### src/rtl/sync_tx_arbiter.sv
// Round-robin source-domain scheduler for the pulse synchronizer: grants one requester, drives its
// word with a timed strobe and hold, then pulses done. Define SYNC_TX_XFER_CNT_EN to add xfer_count.
module sync_tx_arbiter #(
  parameter int unsigned N           = 8,
  parameter int unsigned NREQ        = 4,
  parameter int unsigned STB_CYCLES  = 2,
  parameter int unsigned HOLD_CYCLES = 4
) (
  input  logic              clk,
  input  logic              rst_n,
  input  logic              ena,
  input  logic [NREQ-1:0]   req,
  input  logic [NREQ*N-1:0] req_data,
  output logic [NREQ-1:0]   grant,
  output logic [NREQ-1:0]   done,
  output logic [N-1:0]      data_out,
  output logic              stb_out,
  output logic              busy
`ifdef SYNC_TX_XFER_CNT_EN
  ,
  output logic [15:0]       xfer_count
`endif
);

  localparam int unsigned PTR_W   = (NREQ > 1) ? $clog2(NREQ) : 1;
  localparam int unsigned CNT_MAX = (STB_CYCLES > HOLD_CYCLES) ? STB_CYCLES : HOLD_CYCLES;
  localparam int unsigned CNT_W   = (CNT_MAX > 1) ? $clog2(CNT_MAX) : 1;

  typedef enum logic [2:0] {
    S_IDLE,
    S_SETUP,
    S_STROBE,
    S_HOLD,
    S_DONE
  } state_t;

  state_t            state_q, state_d;
  logic [CNT_W-1:0]  cnt_q, cnt_d;
  logic [PTR_W-1:0]  ptr_q, ptr_d;
  logic [PTR_W-1:0]  win_q, win_d;
  logic [NREQ-1:0]   grant_d;
  logic [NREQ-1:0]   done_d;
  logic [N-1:0]      data_d;
  logic              stb_d;
  logic              busy_d;
`ifdef SYNC_TX_XFER_CNT_EN
  logic [15:0]       xfer_d;
`endif

  logic [N-1:0]      words [NREQ];
  logic              arb_found;
  logic [PTR_W-1:0]  arb_idx;
  logic [PTR_W-1:0]  cand_idx;
  int unsigned       cand;

  // Unpack the request words
  always_comb begin : unpack
    for (int i = 0; i < NREQ; i++) begin
      words[i] = req_data[i*N +: N];
    end
  end

  // First set request searching upward from the pointer, wrapping
  always_comb begin : arb
    arb_found = 1'b0;
    arb_idx   = '0;
    cand      = 0;
    cand_idx  = '0;
    for (int k = 0; k < NREQ; k++) begin
      cand     = (32'(ptr_q) + 32'(k)) % NREQ;
      cand_idx = PTR_W'(cand);
      if (!arb_found && req[cand_idx]) begin
        arb_found = 1'b1;
        arb_idx   = cand_idx;
      end
    end
  end

  // Next-state and next-output logic
  always_comb begin : next
    state_d = state_q;
    cnt_d   = cnt_q;
    ptr_d   = ptr_q;
    win_d   = win_q;
    grant_d = grant;
    done_d  = done;
    data_d  = data_out;
    stb_d   = stb_out;
    busy_d  = busy;
`ifdef SYNC_TX_XFER_CNT_EN
    xfer_d  = xfer_count;
`endif
    case (state_q)
      S_IDLE: begin
        if (arb_found) begin
          grant_d = NREQ'(1) << arb_idx;
          win_d   = arb_idx;
          data_d  = words[arb_idx];
          busy_d  = 1'b1;
          state_d = S_SETUP;
        end
      end
      S_SETUP: begin
        stb_d   = 1'b1;
        cnt_d   = CNT_W'(STB_CYCLES - 1);
        state_d = S_STROBE;
      end
      S_STROBE: begin
        if (cnt_q == '0) begin
          stb_d   = 1'b0;
          cnt_d   = CNT_W'(HOLD_CYCLES - 1);
          state_d = S_HOLD;
        end else begin
          cnt_d = cnt_q - CNT_W'(1);
        end
      end
      S_HOLD: begin
        if (cnt_q == '0) begin
          done_d  = grant;
          state_d = S_DONE;
        end else begin
          cnt_d = cnt_q - CNT_W'(1);
        end
      end
      S_DONE: begin
        grant_d = '0;
        done_d  = '0;
        busy_d  = 1'b0;
        ptr_d   = (win_q == PTR_W'(NREQ - 1)) ? '0 : win_q + PTR_W'(1);
        state_d = S_IDLE;
`ifdef SYNC_TX_XFER_CNT_EN
        xfer_d  = xfer_count + 16'd1;
`endif
      end
      default: begin
        state_d = S_IDLE;
      end
    endcase
  end

  // State and output registers; reset dominates, ena low freezes everything
  always_ff @(posedge clk) begin : regs
    if (!rst_n) begin
      state_q    <= S_IDLE;
      cnt_q      <= '0;
      ptr_q      <= '0;
      win_q      <= '0;
      grant      <= '0;
      done       <= '0;
      data_out   <= '0;
      stb_out    <= 1'b0;
      busy       <= 1'b0;
`ifdef SYNC_TX_XFER_CNT_EN
      xfer_count <= 16'd0;
`endif
    end else if (ena) begin
      state_q    <= state_d;
      cnt_q      <= cnt_d;
      ptr_q      <= ptr_d;
      win_q      <= win_d;
      grant      <= grant_d;
      done       <= done_d;
      data_out   <= data_d;
      stb_out    <= stb_d;
      busy       <= busy_d;
`ifdef SYNC_TX_XFER_CNT_EN
      xfer_count <= xfer_d;
`endif
    end
  end

endmodule

### config.mk
export PLATFORM = sky130hd
export DESIGN_NAME = sync_tx_arbiter
export DESIGN_NICKNAME = d
export VERILOG_FILES = /design/src/rtl/sync_tx_arbiter.sv
export SDC_FILE = /design/constraint.sdc
export NUM_CORES = 1
export LEC_CHECK = 0
export CORE_UTILIZATION = 44
export DETAILED_ROUTE_END_ITERATION = 7
export PLACE_DENSITY = 0.89
export SLEW_MARGIN = 20
export SYNTH_ARGS = -nofsm -noshare
export SYNTH_HDL_FRONTEND = slang
export SYNTH_SLANG_ARGS = --single-unit
### constraint.sdc
create_clock -name clk -period 2 [get_ports clk]
set_input_delay 0.6 -clock clk [delete_from_list [all_inputs] [get_ports clk]]
set_output_delay 0.6 -clock clk [all_outputs]
set_load 0.01 [all_outputs]
; ---- Word-level counts from Yosys, hierarchy flattened
; Cells that the tools add are included.
[op_classes]
add_sub_neg = 5
multipliers = 0
div = 0
magnitude_cmp = 5
n_eq_ne = 9
n_shift = 1
n_mux = 35
bitwise = 1
n_reduce_logical = 19
[ops]
columns = cell, n
row1 = $bmux W8 S2, 1
row2 = $mux W8, 2
row3 = $pmux W4 S2, 2
row4 = $reduce_and A3 Y1, 5
row5 = $mux W2, 7
row6 = $lt A2 B3 Y1 const B, 4
row7 = $pmux W3 S4, 1
row8 = $mux W1, 10
row9 = $mux W3, 3
row10 = $bmux W1 S2, 4
row11 = $mux W4, 2
row12 = $ne A2 B2 Y1 const B, 4
row13 = $eq A3 B2 Y1 const B, 2
row14 = $pmux W2 S3, 1
row15 = $reduce_bool A2 Y1, 3
row16 = $add A2 B1 Y2 const B, 2
row17 = $add A2 B2 Y2 const B, 2
row18 = $pmux W1 S2, 2
row19 = $reduce_and A4 Y1, 1
row20 = $shl A1 B2 Y4 const A, 1
row21 = $eq A3 B1 Y1 const B, 1
row22 = $eq A3 B3 Y1 const B, 1
row23 = $ge A3 B3 Y1 const B, 1
row24 = $logic_and A1 B1 Y1, 3
row25 = 8 further kinds, 10
[word_totals]
ff_bits = 27
latchBits = 0
ramBits = 0
rom_bits = 0
out_inout_bits = 18
elab_cells = 84
memories = 0

; ---- Longest topological paths before layout
; Gate-level depths: netlist of run 1.
[logic_depth]
depth_word = 16
mapped_depth = 6
depth_no_buf = 6

; ---- Worst setup path before layout of run 1
; No wires, ideal clock.
[synth_path]
kind = input to register
from = in req[1]
to = reg data_out[6]
setup_ns = 0.135
arrival_ns = 1.679
t_required_ns = 1.865
path_slack_ns = 0.186
path_stages = 6
n_path_buf = 2
cell_sequence = or3b_1 o221ai_1 buf_6 buf_6 mux2i_1 o221ai_2
[synth_between]
elab_chain_len = 16
word_cells_on_any_way = 27
cone_classes = mux (19) / bitwise (1) / reduce/logical (7)
[synth_rtl]
columns = item, line_no
row1 = from (decl), 12  ; input logic [NREQ-1:0] req,
row2 = $bmux W1 S2, 72  ; if (!arb_found && req[cand_idx]) begin
row3 = $mux W1 (not written as such), 72
row4 = $mux W1, 72
row5 = $logic_not A1 Y1, 72
row6 = $logic_and A1 B1 Y1, 72
row7 = $mux W1, 72
row8 = $logic_not A1 Y1, 72
row9 = $logic_and A1 B1 Y1, 72
row10 = $mux W1, 72
row11 = $logic_not A1 Y1, 72
row12 = $logic_and A1 B1 Y1, 72
row13 = $mux W2, 72
row14 = $not A2 Y3 (not written as such), 98  ; data_d = words[arb_idx];
row15 = $bmux W8 S2, 98
row16 = $mux W8 (not written as such) (2 in a row), 98
row17 = to (signal assigned), 163  ; data_out <= data_d;
row18 = to (decl), 16  ; output logic [N-1:0] data_out,
; Parallel ways exist; a longest one is shown, timed or not. The select of a mux whose other input is x is not followed.
; A chain may end at the register's enable or synchronous reset.

; ---- Worst setup path after layout of run 1
[layout_path]
from = in req[3]
to = reg data_out[4]
; The elaborated chain is that of the path after synthesis.

==> summary.md, run 1 <==
| Metric | Value |
|---|---|
| DR vias/cell | 5.72 |
| Reg-to-reg endpoint | grant[3] |
| Largest net degree at the start of global routing | 28 |
| Die area | 3630 sq um |
| PortBufs | 56 |
| Hold Buf Count CTS | 0 |
| Initial Util | 0.478 |
| Final Hold Viols | 0 |
| Non-filler cells, final | 269 |
| Hold endpoint | grant[3] |
| Pwr dens | 534 nW/um^2 |
| Crit start category | input pin |
| Cell Area, Synth | 1490 sq um |
| Critical path's top delay family | buffers and inverters |
| CTS Root Cell | clkbuf_4 |
| # DRC | 0 |
| Synth Instances | 157 |
| Area growth, synth to finish | 51.2% |
| Final setup margin | 88.7 ps |
| Worst Path Buf+Inv | 3 |
| Placed inst area | 2190 sq um |
| Initial antenna violation count | 0 |
| Top FF cell, synth | dfxtp_1 |
| Setup_tns | 0 ps |
| H-tree depth | 1 |
| Min-Delay Startpoint | grant[3] |
| R2R Path Start | ptr_q[1] |
| Post-route ant nets | 0 |
| Worst path slowest cell | clkdlybuf4s50_1 |
| CTS tree | built |
| Hold depth | 2 |
| DP Wirelength | 3190 microns |
| CP peak stage delay | 520 ps |
| Yosys top cell area share | 0.362 |
| Routed WL | 4290 microns |
| FFs w/ async S/R, synth | 0 |
| Distinct cell type count after synthesis | 39 |
| Sequential element share of the synthesized area | 0.362 |
| Synth area leader | dfxtp_1 |
| Dpl cells | 264 |
| Final Skew | 13.9 ps |
| Crit path kind | input pin to flip-flop |
| Worst slew pin tran | 513 ps |
| Max frequency | 0.523 GHz |
| Endpoints failing setup | 0 |
| Clock buffer depth | 2 |
| P_leak | 0.912 nW |
| Ys Warns | 0 |
| Avg WL per Cell | 15.9 microns |
| TritonCTS Buffers | 3 |
| CP arrival | 2180 ps |
| Final Slew Violations | 0 |
| Design Area, Final | 2260 sq um |
| Core area | 3130 sq um |
| EDFF count, synth | 0 |
| Die X | 60.3 microns |
| Clock tree sinks | 27 |
| Final period util | 0.956 |
| Worst R2R Setup Slack | 170 ps |
| Total grt overflow | 0 |
| HP Class | flip-flop to flip-flop |
| Reg clk slew, reported paths | 150 ps |
| Number of global-route vias before repair | 1506 |
| Maxcap violations | 0 |
| Worst-path maximum fanout | 8 |
| Net count, final | 267 |
| Detailed Routing Iterations Pass 1 | 4 |
| RSZ-0062 raised after global routing | no |
| Num rows | 20 |
| # diodes | 0 |
| Worst VDD drop | 0.443 mV |
| First-pass GRT wire length | 6590 microns |
| Seq cells post-synth | 27 |
| Most used cell, CP | buf_4 |
| Worst path cell trace | clkdlybuf4s50_1 -> nor4_1 -> buf_4 -> nor4_2 -> o211ai_1 -> buf_4 -> o221ai_1 |
| Avg Cell Area, Syn | 9.52 sq um |
| Crit end category | flip-flop |
| DIE HEIGHT | 60.3 microns |
| WP data required | 2270 ps |
| Slew Limit Headroom | 0.654 |
| GRT Util Overall | 0.240 |
| Synth top area cells | dfxtp_1 36%, mux2i_1 14%, o221ai_1 4.7% |
| Worst-Skew Late Latency | 360 ps |
| Syn_nets | 198 |
| Reg2reg path depth | 5 |
| Status | finished clean |
| Min Tclk post-route | 1910 ps |
| Ports | 57 |
| Gp weighted congestion | 0.835 |
| Post-CTS Setup Inserts | 0 |
| Layout cells sized above 1 | 0.147 |
| Pre-CTS WS | -464 ps |
| Total number of vias | 1538 |
| Iteration-0 DRC Markers | 45 |
## state kept, by name, summed over array words and instances, names as in the netlist
register  count
busy          1
cnt_q         2
data_out      8
done          4
grant         4
ptr_q         2
state_q       3
stb_out       1
win_q         2
## cells in the mapped netlist, drive strengths merged (4+ instances only)
cell    count
dfxtp      27
mux2i      21
nor2b      11
nand3       9
o221ai      9
nand2       8
o21ai       7
a21boi      6
buf         6
a21oi       5
a22oi       5
nor2        5
clkbuf      4
inv         4
o211ai      4
## final cells by class
type                       instances  area, sq um
timing repair buffer              74          729
sequential                        27          541
fill                             229          870
tap                               44         55.1
clock buffer                       3         22.5
multi-input combinational        116          888
clock inverter                     1         7.51
inverter                           4         15.0
## worst max path at each step
stage / from / end / slack (ps) / cells after the start
2_1_floorplan: req[1] / data_out[6] / 190 / 6
3_3_place_gp: req[2] / data_out[7] / -330 / 6
3_5_place_dp: req[2] / grant[2] / -460 / 6
4_1_cts: req[1] / grant[3] / 20 / 6
5_1_grt: req[3] / data_out[4] / 50 / 7
6_report: req[3] / data_out[4] / 90 / 7
## routing by layer
layer / GRT usage / part of all wire
met1: 0.277 / 0.41
met2: 0.430 / 0.53
met3: 0.0455 / 0.035
met4: 0.0963 / 0.019
met5: 0 / 0
## where the power goes
part	internal [mW]	switching, mW
combinational	0.204	0.144
clock	0.0770	0.187
sequential	0.568	0.0249
total	0.849	0.356
## cells by family (layout without fill, tap and decap cells)
| family | count (synthesis) | after routing | synth area share |
|---|---|---|---|
| DFF | 27 | 27 | 0.362 |
| muxes | 21 | 21 | 0.141 |
| AOI/OAI and AO/OA | 40 | 40 | 0.200 |
| adders and majority gates | 2 | 2 | 0.0167 |
| buffers and inverters | 14 | 82 | 0.0569 |
| and+or+nand+nor | 53 | 53 | 0.224 |
## what timing repair did
action | in CTS | in global routing
gates cloned | 0 | 1
setup endpoints to repair | 6 | 4
gates resized for setup | 3 | 4
hold endpoints to repair | 0 | 0
## metrics by stage
stage | power [mW] | hold slack (ps) | util
after floorplan | 0.757 | 447 | -
after global placement | 0.922 | 462 | 0.699
after detailed placement | 0.937 | 468 | 0.699
after CTS | 1.19 | 488 | 0.709
after global routing | 1.25 | 502 | 0.722
final | 1.21 | 488 | 0.722
## worst reg2reg max path, cell delays in order, from the launching register on
cell	delay [ps]
dfxtp_1	520
mux2i_1	330
o221ai_2	220
buf_4	180
or4_1	400
a21boi_1	140
## cell usage in the layout, fill, tap and decap left out, drive strengths merged, types with 2 or more instances in the layout
cell type / count
o21ai: 7
dlymetal6s2s: 2
a21boi: 6
nand2: 8
and3: 2
o211ai: 4
nand3: 9
or4: 3
ha: 2
nor2: 5
a22oi: 5
a21oi: 5
clkdlybuf4s50: 53
nor4: 2
dfxtp: 27
inv: 4
nor3: 2
nand2b: 3
clkbuf: 4
nor2b: 11
buf: 17
o221ai: 9
mux2i: 21
No activity file was read; power rests on OpenSTA's default activity.
==> inputs of run 2 (changes only) <==
CTS_CLUSTER_DIAMETER = 80   (was not set)
==> results of run 2 <==
Same layout as run 1: the final DEF is identical, and so are final timing and power.
==> RTL change, RTL diff (settings of run 2) <==
Build with the macro `SYNC_TX_XFER_CNT_EN` defined.
--- a/src/rtl/sync_tx_arbiter.sv
+++ b/src/rtl/sync_tx_arbiter.sv
@@ -1,5 +1,7 @@
 // Round-robin source-domain scheduler for the pulse synchronizer: grants one requester, drives its
 // word with a timed strobe and hold, then pulses done. Define SYNC_TX_XFER_CNT_EN to add xfer_count.
+`define SYNC_TX_XFER_CNT_EN
+
 module sync_tx_arbiter #(
   parameter int unsigned N           = 8,
   parameter int unsigned NREQ        = 4,
Check against the original RTL (old outputs only; new: xfer_count): equivalent (equiv_simple and equiv_induct, registers matched by name and starting in step).
==> RTL change against run 2 <==
- setup slack got worse by 0.028 ns
- non-clock buffer count rose by 22
- wire length rose by 35%
- die area rose by 47%
- synthesized cell count rose by 55%
- register-to-register slack improved by 0.12 ns
- final area rose by 48%
- sequential cell count rose by 16
- sequential power rose by 54%
- power rose by 59%
- synthesized area rose by 49%
- largest cell class unchanged
- highest routed layer unchanged
==> RTL change: results (changes against run 2) <==
The worst-path maximum fanout came to 6 (-2). For hold timing, the worst endpoint is done[1]. The startpoint of the lowest-slack register-to-register path is xfer_count[3]. The wire length of the first global-routing pass is 9280 microns (+41%). The total placed instance area is 3120 sq um (+43%). The leakage power total is 1.35 nW (+48%).

The number of distinct library cells after synthesis came to 44 (+13%). The number of nets at the end of the flow is 373 (+40%). In the post-synthesis netlist, the biggest area contributors are sky130_fd_sc_hd__dfxtp_1 (39%), sky130_fd_sc_hd__mux2i_1 (9.9%), sky130_fd_sc_hd__and2_1 (4.8%). The number of violations reported at the end of detailed-routing iteration 0 came out at 109 (+140%). The largest registers in the layout are xfer_count x16, data_out x8.

The ratio of cells with drive above 1 in the final layout is 0.145 (-0.00209). The half-perimeter wire length of the detailed placement result is 3920 microns (+23%). The fraction of the yosys area taken by sequential cells came out at 0.387 (+0.0249).

The met1 layer wirelength in the final routing was 2620 microns (+48%). The overall global routing resource usage is 0.224 (-0.0161). The synthesized instance count came out at 243 (+55%). The run finished with clean final reports. The number of port buffers was 72 (+29%). The commonest cells after synthesis are sky130_fd_sc_hd__dfxtp_1 (43), sky130_fd_sc_hd__mux2i_1 (22), sky130_fd_sc_hd__nand2_1 (18). CTS placed an instance of sky130_fd_sc_hd__clkbuf_8 at the clock tree root. The flip-flop count of the largest register, all copies and words added is 16 (+8).

The startpoint identified for the worst hold timing path is done[1]. The register-to-register path setup slack is 0.29 ns (+0.12 ns). The aggregate routed wire length came out at 5800 microns (+35%). The arrival time of the worst setup path is 2.14 ns (-0.04 ns). The number of H-tree levels came out at 2 (+1). More flip-flops sit in one register than any other, and that register is xfer_count. The routed wire length on met3 came out at 295 microns (+94%).

The maximum number of pins on one net before global-route repair is 29 (+3.6%). The routed via count came out at 2116 (+38%). The setup clock skew after layout came out at 0.00903 ns (-0.00488 ns). The worst register-to-register path ends at xfer_count[15]. The number of global-route vias before repair is 2026 (+35%). The clock buffer count from CTS is 5 (+2). The clock transition time at the flip-flop clock pins of the worst setup and hold paths is 0.08 ns (-0.07 ns).

The later-pin clock latency in the skew report came out at 0.30 ns (-0.06 ns). The maximum VDD drop is 0.401 mV (-9.6%).
==> RTL change: cell types whose count changed in the layout (fill, tap and decap cells not counted), moves of 7 or more <==
cell	before	now
sky130_fd_sc_hd__dfxtp_1	27	41
sky130_fd_sc_hd__nand2_1	8	18
sky130_fd_sc_hd__xnor2_1	0	8
sky130_fd_sc_hd__and2_1	0	17
sky130_fd_sc_hd__clkbuf_8	0	7
sky130_fd_sc_hd__nand3_1	9	16
sky130_fd_sc_hd__clkdlybuf4s50_1	53	68
==> RTL change: layout make-up <==
| cell class | count | area, sq um |
|---|---|---|
| inverter | 7 | 26.3 |
| timing repair buffer | 96 | 971 |
| fill | 380 | 1430 |
| sequential | 43 | 863 |
| clock buffer | 7 | 96.3 |
| multi-input combinational | 178 | 1300 |
| tap | 67 | 83.8 |
| clock inverter | 1 | 7.51 |
==> RTL change: power breakdown <==
group          internal [mW]  switching, mW
clock                  0.314          0.308
combinational          0.228          0.151
sequential             0.885         0.0267
==> RTL change: what timing repair did <==
action / CTS / global route
gates cloned: 2 / 0
setup endpoints to repair: 15 / 19
gates resized for setup: 6 / 11
setup buffers: 1 / 1
pin swaps: 1 / 2
hold buffers: 0 / 0
==> RTL change: worst max path at each step <==
stage | start | to | slack [ns] | depth (start not counted)
floorplan | req[0] | grant[1] | 0.27 | 5
global placement | req[0] | data_out[7] | -0.35 | 7
detailed placement | req[0] | data_out[3] | -0.49 | 5
CTS | ena | xfer_count[11] | 0.02 | 6
global route | ena | grant[3] | 0.004 | 6
finish | ena | xfer_count[15] | 0.06 | 6
==> RTL change: per-layer routing <==
metal  GRT usage  vias up
li1            -     1042
met1       0.282     1001
met2       0.374       65
met3      0.0539        8
met4      0.0763        0
met5           0        -
==> RTL change: through the flow <==
step | setup TNS (ns) | setup slack [ns] | hold WS, ns | instances
after floorplan | 0 | 0.267 | 0.479 | 243
after global placement | -7.95 | -0.350 | 0.459 | 387
after detailed placement | -10.27 | -0.486 | 0.463 | 387
after CTS | 0 | 0.0248 | 0.488 | 398
after global routing | 0 | 0.00416 | 0.510 | 399
final | 0 | 0.0604 | 0.487 | 399
==> RTL change: logic make-up (layout without fill, tap and decap cells) <==
kind of cell / count (synthesis) / count (layout) / synth area share
AO/OA/AOI/OAI: 39 / 39 / 0.118
XOR/XNOR: 12 / 12 / 0.0472
adder cells (fa/ha/maj): 3 / 3 / 0.0169
buffers and inverters: 22 / 111 / 0.0512
flip-flops: 43 / 43 / 0.387
multiplexers: 23 / 23 / 0.104
AND/OR/NAND/NOR: 101 / 101 / 0.276
==> RTL change: critical path, delay by kind of cell <==
| kind | cells | cell delay [ns] |
|---|---|---|
| buffers and inverters | 1 | 0.52 |
| and+or+nand+nor | 4 | 0.92 |
| xor gates and xnor gates | 1 | 0.09 |
